File: src/rtl/pipe_stage_reg.sv
// pipe_stage_reg: two-entry skid pipeline register with flush, hold, retire history and transfer counter.
module pipe_stage_reg #(
    parameter int WIDTH      = 32,
    parameter int HIST_DEPTH = 2
) (
    input  logic                        CLK,
    input  logic                        RST,
    input  logic                        in_valid,
    output logic                        in_ready,
    input  logic [WIDTH-1:0]            in_data,
    output logic                        out_valid,
    input  logic                        out_ready,
    output logic [WIDTH-1:0]            out_data,
    input  logic                        flush,
    input  logic                        hold,
    output logic [1:0]                  occupancy,
    output logic [HIST_DEPTH*WIDTH-1:0] hist_data,
    output logic [HIST_DEPTH-1:0]       hist_valid,
    output logic [15:0]                 xfer_count
);
    typedef enum logic [1:0] {EMPTY = 2'd0, ONE = 2'd1, TWO = 2'd2} state_t;
    state_t           state, state_nx;
    logic [WIDTH-1:0] m, s, m_nx, s_nx;
    logic [WIDTH-1:0] hist_q [HIST_DEPTH];
    logic             acc, xfer;
    assign in_ready  = (state != TWO) && !hold && !flush;
    assign out_valid = (state != EMPTY) && !hold && !flush;
    assign out_data  = m;
    assign occupancy = state;
    assign acc       = in_valid && in_ready;
    assign xfer      = out_valid && out_ready;
    always_comb begin
        state_nx = state;
        m_nx     = m;
        s_nx     = s;
        if (flush) begin
            state_nx = EMPTY;
            m_nx     = '0;
            s_nx     = '0;
        end else begin
            case (state)
                EMPTY: if (acc) begin
                    state_nx = ONE;
                    m_nx     = in_data;
                end
                ONE: if (acc && !xfer) begin
                    state_nx = TWO;
                    s_nx     = in_data;
                end else if (xfer && !acc) begin
                    state_nx = EMPTY;
                    m_nx     = '0;
                end else if (acc && xfer) begin
                    m_nx     = in_data;
                end
                TWO: if (xfer) begin
                    state_nx = ONE;
                    m_nx     = s;
                    s_nx     = '0;
                end
                default: begin
                    state_nx = EMPTY;
                    m_nx     = '0;
                    s_nx     = '0;
                end
            endcase
        end
    end
    always_ff @(posedge CLK) begin
        if (RST) begin
            state <= EMPTY;
            m     <= '0;
            s     <= '0;
        end else begin
            state <= state_nx;
            m     <= m_nx;
            s     <= s_nx;
        end
    end
    // xfer is already gated by hold and flush, so history only moves on real retirements
    always_ff @(posedge CLK) begin
        if (RST) begin
            for (int k = 0; k < HIST_DEPTH; k++) hist_q[k] <= '0;
            hist_valid <= '0;
            xfer_count <= '0;
        end else if (xfer) begin
            for (int k = HIST_DEPTH - 1; k > 0; k--) begin
                hist_q[k]     <= hist_q[k-1];
                hist_valid[k] <= hist_valid[k-1];
            end
            hist_q[0]     <= m;
            hist_valid[0] <= 1'b1;
            xfer_count    <= xfer_count + 16'd1;
        end
    end
    for (genvar g = 0; g < HIST_DEPTH; g++) begin : g_hist
        assign hist_data[g*WIDTH +: WIDTH] = hist_q[g];
    end
endmodule

File: config.mk
export PLATFORM = sky130hd
export DESIGN_NAME = pipe_stage_reg
export DESIGN_NICKNAME = d
export VERILOG_FILES = /design/src/rtl/pipe_stage_reg.sv
export SDC_FILE = /design/constraint.sdc
export NUM_CORES = 1
export LEC_CHECK = 0
export CORE_MARGIN = 2
export CORE_UTILIZATION = 52
export DETAILED_ROUTE_END_ITERATION = 12
export DONT_BUFFER_PORTS = 1
export GPL_TIMING_DRIVEN = 0
export PLACE_DENSITY_LB_ADDON = 0.12
export SLEW_MARGIN = 30
export SYNTH_ARGS = -nofsm -noshare
export SYNTH_HDL_FRONTEND = slang
export SYNTH_SLANG_ARGS = --single-unit
File: constraint.sdc
create_clock -name CLK -period 6 [get_ports CLK]
set_input_delay 1.2 -clock CLK [delete_from_list [all_inputs] [get_ports CLK]]
set_output_delay 1.2 -clock CLK [all_outputs]
set_load 0.02 [all_outputs]
# After elaboration in Yosys (flattened, before gate mapping)
# Memory sizes are Yosys's and may differ from the RTL's.
# Index checks and enable logic that the tools add are counted.
[classes]
n_addsub = 1
eq_ne = 9
muxes = 21
n_bitwise = 3
reduce_logical = 19
[ops]
columns = ["op", "count"]
rows = [
  ["2-to-1 mux 32 bit", 9],
  ["one-hot mux 32 bit (3 select lines)", 2],
  ["adder 16 x 1 -> 16 bit (second input constant)", 1],
  ["!= test 2 bit (second input constant)", 5],
  ["logical AND 1 bit", 9],
  ["2-to-1 mux 2 bit", 4],
  ["!= test 3 bit (second input constant)", 2],
  ["one-hot mux 2 bit (3 select lines)", 1],
  ["AND reduction 3 bit", 2],
  ["2-to-1 mux 1 bit", 5],
  ["zero test 1 bit", 4],
  ["AND reduction 4 bit", 1],
  ["== test 2 x 1 -> 1 bit (second input constant)", 1],
  ["== test 2 bit (second input constant)", 1],
  ["zero test 2 bit", 1],
  ["OR 1 bit", 2],
  ["nonzero test 2 bit", 1],
  ["OR reduction 2 bit", 1],
  ["inverter 1 bit", 1],
]
[totals]
reg_bits = 84
ram_bits = 64
output_inout_bits = 118
n_memories = 1
[mem_list]
columns = ["name", "depth", "word_bits", "rd", "rd_clocked_by_memory_dff", "write_ports", "line_no", "text"]
rows = [
  ["hist_q", 2, 32, 2, 0, 2, "24", "logic [WIDTH-1:0] hist_q [HIST_DEPTH];"],
]

# Depth between registers and ports, before layout
# Gate-level depths: netlist (run 1).
[depth]
word_depth = 9
depth_mapped = 12
mapped_depth_nobuf = 9

# Worst setup path after synthesis (run 1)
# Ideal clock, no wire load.
[synth_timing]
path_kind = "input-to-reg"
startpoint = "input hold"
endpoint = "memory hist_q[0][0], enable pin"
setup_ns = 0.432
t_arrival_ns = 3.592
required_time_ns = 5.568
path_slack_ns = 1.976
stages = 5
cell_sequence = "or3b_4 -> buf_6 -> or2_1 -> clkbuf_1 -> nand2b_1"
[synth_lines]
columns = ["element", "line_no", "text"]
rows = [
  ["from (decl)", "15", "input logic hold,"],
  ["to (decl)", "24", ""],
]

# Worst setup path in the final report (run 1)
[layout_timing]
startpoint = "input hold"
endpoint = "register m[21], in the netlist out_data[21]"
[layout_via]
elab_chain_len = 9
[layout_lines]
columns = ["element", "line_no", "text"]
rows = [
  ["zero test 1 bit (*)", "26, 27", ""],
  ["logical AND 1 bit (2 in series)", "26", "assign in_ready = (state != TWO) && !hold && !flush;"],
  ["logical AND 1 bit", "30", "assign acc = in_valid && in_ready;"],
  ["zero test 1 bit", "49", "end else if (xfer && !acc) begin"],
  ["logical AND 1 bit", "49", ""],
  ["2-to-1 mux 32 bit", "49", ""],
  ["2-to-1 mux 32 bit", "46", "ONE: if (acc && !xfer) begin"],
  ["one-hot mux 32 bit (3 select lines)", "41", "case (state)"],
  ["to (signal assigned)", "75", "m <= m_nx;"],
  ["to (decl)", "23", "logic [WIDTH-1:0] m, s, m_nx, s_nx;"],
]
# Every way passes the cells marked *; elsewhere a longest branch is shown, timed or not. The select of a mux whose other input is x is not followed.
# A chain may end at the register's enable or synchronous reset.

==> run metrics, run 1 <==
Gate power share 0.031; top-area cell type share of the netlist area 0.306; gpl congestion 0.874; row count 40; GR Util met1 0.294; PortBufs 0; GR Util met2 0.347; switching part of the total power 0.207; Layout area overhead 14.0%; WHS Path Cells 2; critical path's slowest cell or3b_4; Slew Viols, Final 0; Total GRT Usage 0.228; Slew @ Worst Pin 762 ps; busiest grt layer met2; Mapped Area 6290 um^2; Chip Height 114 um; buffer depth of the longest clock path 2; Syn Area/Cell 10.1 um^2; most frequent cells after synthesis dfxtp_1, and2_1, edfxtp_1; Syn Nets 665; die extent in x 114 um; top_reg_cell synth dfxtp_1; critical-path maximum fanout 10; final wirelength 14400 um; first-pass GRT wire length 23000 um; Crit Path Class input pin to register; 1st-pass router iterations 6; Power Density 329 nW/um^2; detailed placer's ending HPWL 10800 um; H-Tree Depth 4; Final period util 0.572; Hold Buf Count CTS 0; CTS tree built; average wire per cell in the routed design 17.9 um; Final ANT Viol Nets 0; Leakage 2.43 nW; Die ar. 13000 um^2; setup TNS 0 ps; most frequent cell after synthesis dfxtp_1; synth warn 0; CTS Sinks 148; Final Setup Violations 0; Netlist cell types 42; Residual DRC 0; Post-synth EDFFs 64; sequential fraction of the synthesis area 0.573; Worst Reg-to-Reg Cells 12; CTS resizes 0; starting density of the core 0.528; Worst Hold Class register to register; Via density 5.75; Seq cells post-synth 148; Post-CTS Setup Repair Bufs 0; status complete, no violations; worst path required time 6320 ps; initial antenna violation count 0; clk slew on worst S/H paths 60 ps; largest net degree at the start of global routing 36; I/O pins 156; Seq pwr share 0.471; initial DRC count 244; layout cells sized above 1 0.0700; grt ovf 0; Fmax 292 MHz; Psw 0.490 mW; Core Area 11900 um^2; placed cell area 6500 um^2; Final Hold Viols 0; Num CTS Buffers 17; CP Cell Sequence or3b_4, buf_6, or2_1, clkbuf_1, ha_1, nor4b_1, o21a_1, clkbuf_1, nor3_1, a211oi_1; Worst setup EP type register; post-synth top area cell edfxtp_1; synth top area cells edfxtp_1, dfxtp_1, and2_1; asr flop ratio synth 0; worst path arrival time 3750 ps; met3 usage 0.0845; via count 4620; ANT cells 0; CP max stage delay 380 ps; CTS root buf clkbuf_16; vias in the first global route 4396; max-cap viol count 0; Setup Skew 6.66 ps; crit path buf inv count 3; crit-path leading delay family simple AND/OR/NAND/NOR gates; clk_lat worst skew 410 ps; Top cell by count, worst path clkbuf_1; VDD IR max 0.134 mV; synthesized instance count 624; cell area after layout 7170 um^2; internal power 1.87 mW; fin crit period 3430 ps; Nets 685; Worst setup SP type input pin; slew margin rel. 0.489; Clk pwr share 0.497; Levels on crit path 10; RSZ-0062 raised after global routing false
[final cells by class]
class	count	area [um^2]
Tap cell	147	184
Buffer	49	199
Fill cell	1042	4740
Multi-Input combinational cell	421	2470
Timing Repair Buffer	1	20.0
Sequential cell	148	3600
Clock inverter	11	196
Inverter	6	22.5
Clock buffer	21	472
[layer usage]
metal	vias to the layer above	share of wire
met5	-	0
li1	2263	-
met3	27	0.085
met1	2158	0.43
met4	0	0.022
met2	172	0.46
[power by group through the flow]
stage | logic [mW] | clock network [mW] | registers, mW
finish | 0.0735 | 1.17 | 1.11
CTS | 0.0731 | 1.19 | 1.11
global route | 0.0821 | 1.23 | 1.12
floorplan | 0.0541 | 0 | 1.13
global placement | 0.0681 | 0 | 1.14
detailed placement | 0.0727 | 0 | 1.14
[path summary, 6_finish.rpt]
kind	startpoint	slack, ps	endpoint
hold reg to reg	s[13]	460	s[13]
hold / removal	s[13]	460	s[13]
setup reg to reg	occupancy[0]	2830	out_data[27]
setup / recovery	hold	2570	out_data[21]
[logic make-up (layout without fill, tap and decap cells)]
logic type,Yosys count,after routing,synth area share
adders and majority gates,3,3,0.00597
DFF,148,148,0.573
muxes,33,33,0.0527
AOI/OAI and AO/OA,119,119,0.112
buffers and inverters,55,88,0.0352
and+or+nand+nor,258,258,0.210
xor gates and xnor gates,8,8,0.0111
[sequential cells by signal, summed over array words and instances, names as in the netlist]
signal	cells
hist_q	64
s	32
xfer_count	16
out_data	32
occupancy	2
hist_valid	2
[through the flow]
stage / total power, mW / std cells / hold WS (ps) / setup WS [ps] / utilization
floorplan: 1.18 / 624 / 436 / 1980 / -
global placement: 1.21 / 771 / 443 / 1480 / 0.543
detailed placement: 1.21 / 772 / 451 / 2170 / 0.546
CTS: 2.38 / 804 / 458 / 2600 / 0.602
global route: 2.43 / 804 / 484 / 2370 / 0.602
finish: 2.36 / 804 / 457 / 2570 / 0.602
[cell usage in the layout (no fill, tap or decap), types with 35 or more instances in the layout]
cell      count
dfxtp_1      84
and2_1       65
edfxtp_1     64
nor2_1       49
clkbuf_1     43
nand2_1      43
a21oi_1      40
nand3_1      38
o21ai_0      36
nor3_1       35
[tightest hold or removal path, delay by kind of cell, from the launching register on]
| kind | cells | cell delay (ps) |
|---|---|---|
| flops | 1 | 310 |
| compound gates | 1 | 60 |
| simple gates | 1 | 50 |
Power figures use the tool's default switching activity.
==> inputs of run 2 (changes only) <==
==> constraint.sdc (replaced) <==
create_clock -name CLK -period 3.07 [get_ports CLK]
set_input_delay 0.614 -clock CLK [delete_from_list [all_inputs] [get_ports CLK]]
set_output_delay 0.614 -clock CLK [all_outputs]
set_load 0.02 [all_outputs]
==> run metrics, run 2 (synthesis results as in run 1) <==
status complete, no violations; first-pass GRT wire length 22900 um; Worst setup EP type register; gpl congestion 0.865; crit path buf inv count 4; starting density of the core 0.528; leading cell types in the layout, fill and taps excluded dfxtp_1, and2_1, edfxtp_1; slew margin rel. 0.465; Total GRT Usage 0.227; clk_lat worst skew 420 ps; initial DRC count 305; critical-path maximum fanout 10; Worst Hold Class input pin to register; largest net degree at the start of global routing 65; RSZ-0062 raised after global routing false; Core Area 11900 um^2; H-Tree Depth 4; Setup crit end out_data[16]; average wire per cell in the routed design 18.1 um; CTS root buf clkbuf_16; Reg2Reg Setup Slack 220 ps; Post-CTS Setup Repair Bufs 0; Nets 684; Final period util 0.936; clk slew on worst S/H paths 60 ps; Slew @ Worst Pin 802 ps; Residual DRC 0; max FFs per register 64; crit-path leading delay family simple AND/OR/NAND/NOR gates; Setup Skew 5.31 ps; Chip Height 114 um; Final ANT Viol Nets 0; Final Hold Viols 0; Worst Reg-to-Reg Cells 12; DP Cell Count 771; CP Cell Sequence or3b_4, buf_6, or2_1, clkbuf_1, ha_1, nor4b_1, o21a_1, or2_2, clkbuf_1, buf_2, a211oi_1; Hold Slack 327 ps; row count 40; FILL cells 1017; Slew Viols, Final 0; ANT cells 0; Gate power share 0.032; grt ovf 0; Psw 0.973 mW; final wirelength 14500 um; VDD IR max 0.291 mV; Finished Layout Cells 802; max-cap viol count 0; Layout area overhead 12.7%; Seq pwr share 0.497; Clk pwr share 0.471; CTS tree built; multi-input logic area 2480 um^2; Num CTS Buffers 17; Power Density 618 nW/um^2; Via density 5.68; PortBufs 0; Levels on crit path 11; Top cell by count, worst path clkbuf_1; via count 4555; initial antenna violation count 0; Die ar. 13000 um^2; I/O pins 156; detailed placer's ending HPWL 10700 um; Final Setup Violations 0; reg-to-reg startpoint occupancy[1]; start point of the worst hold path in_data[9]; die extent in x 114 um; CTS Sinks 148; critical path's slowest cell or3b_4; 1st-pass router iterations 5; most common cell after layout, fill and taps aside dfxtp_1; fin crit period 2870 ps; FF/Latch Area 3610 um^2; Final Total Pwr 4.38 mW; switching part of the total power 0.222; Crit Path Class input pin to register; vias in the first global route 4366; worst path required time 3350 ps; worst path arrival time 3150 ps; Leakage 2.41 nW; Worst Setup SP hold; layout cells sized above 1 0.0840; Worst setup SP type input pin; worst r2r dst out_data[16]; CP max stage delay 380 ps; internal power 3.41 mW; buffer depth of the longest clock path 2; Largest Register hist_q; Fmax 348 MHz
## run 2: cell count changes in the layout (fill, tap and decap cells not counted), sizes merged
cell	delta
inv	-1
clkinv	+6
clkbuf	-4
buf	-1
bufinv	-2
## run 2: worst reg2reg max path, cell delays in order, from the launching register on
cell and delay (ps):
dfxtp_2 460, clkbuf_2 290, nand2b_1 70, and2_1 250, nand2_1 120, inv_1 50, ha_1 210, nor4b_1 300
o21a_1 290, or2_2 150, clkbuf_1 170, buf_2 250, a211oi_1 110
## run 2: timing repair
action / 4_1_cts / 5_1_grt
cloned: 0 / 0
gates resized for setup: 3 / 12
hold buffers: 0 / 0
pin swaps: 0 / 0
endpoints found under the setup margin: 39 / 62
## run 2: layout make-up
class                           instances  area share
Inverter                                6     0.00318
Buffer                                 49      0.0293
Clock buffer                           17      0.0600
Multi-Input combinational cell        421       0.350
Tap cell                              147      0.0260
Sequential cell                       148       0.509
Clock inverter                         14      0.0230
## run 2: how the worst min path moves through the flow
stage	to	slack (ps)	cells past startpoint
2_1_floorplan	s[0]	440	2
3_3_place_gp	s[0]	440	2
3_5_place_dp	s[12]	450	2
4_1_cts	s[16]	310	2
5_1_grt	s[26]	320	2
6_report	s[9]	330	2
## run 2: layer usage
metal	part of all wire	vias to the layer above	GRT usage	routed length [um]
li1	-	2255	-	-
met1	0.44	2105	0.299	6430
met2	0.45	172	0.342	6570
met3	0.085	23	0.0845	1240
met4	0.018	0	0.0878	261
met5	0	-	0	0
## run 2: power by group through the flow
stage / logic [mW] / clock network, mW / registers, mW
final: 0.140 / 2.06 / 2.18
after global routing: 0.157 / 2.17 / 2.18
after CTS: 0.139 / 2.09 / 2.18
after detailed placement: 0.138 / 0 / 2.22
after global placement: 0.133 / 0 / 2.22
after floorplan: 0.106 / 0 / 2.21
## run 2: per-stage QoR
step                instance area [um^2]  setup slack (ps)  TNS [ps]  utilization
global route                        7090              18.3         0        0.595
global placement                    6480             -94.7     -2720        0.544
floorplan                           6290               219         0            -
detailed placement                  6480              -204     -5440        0.544
finish                              7090               197         0        0.595
CTS                                 7070              41.3         0        0.594
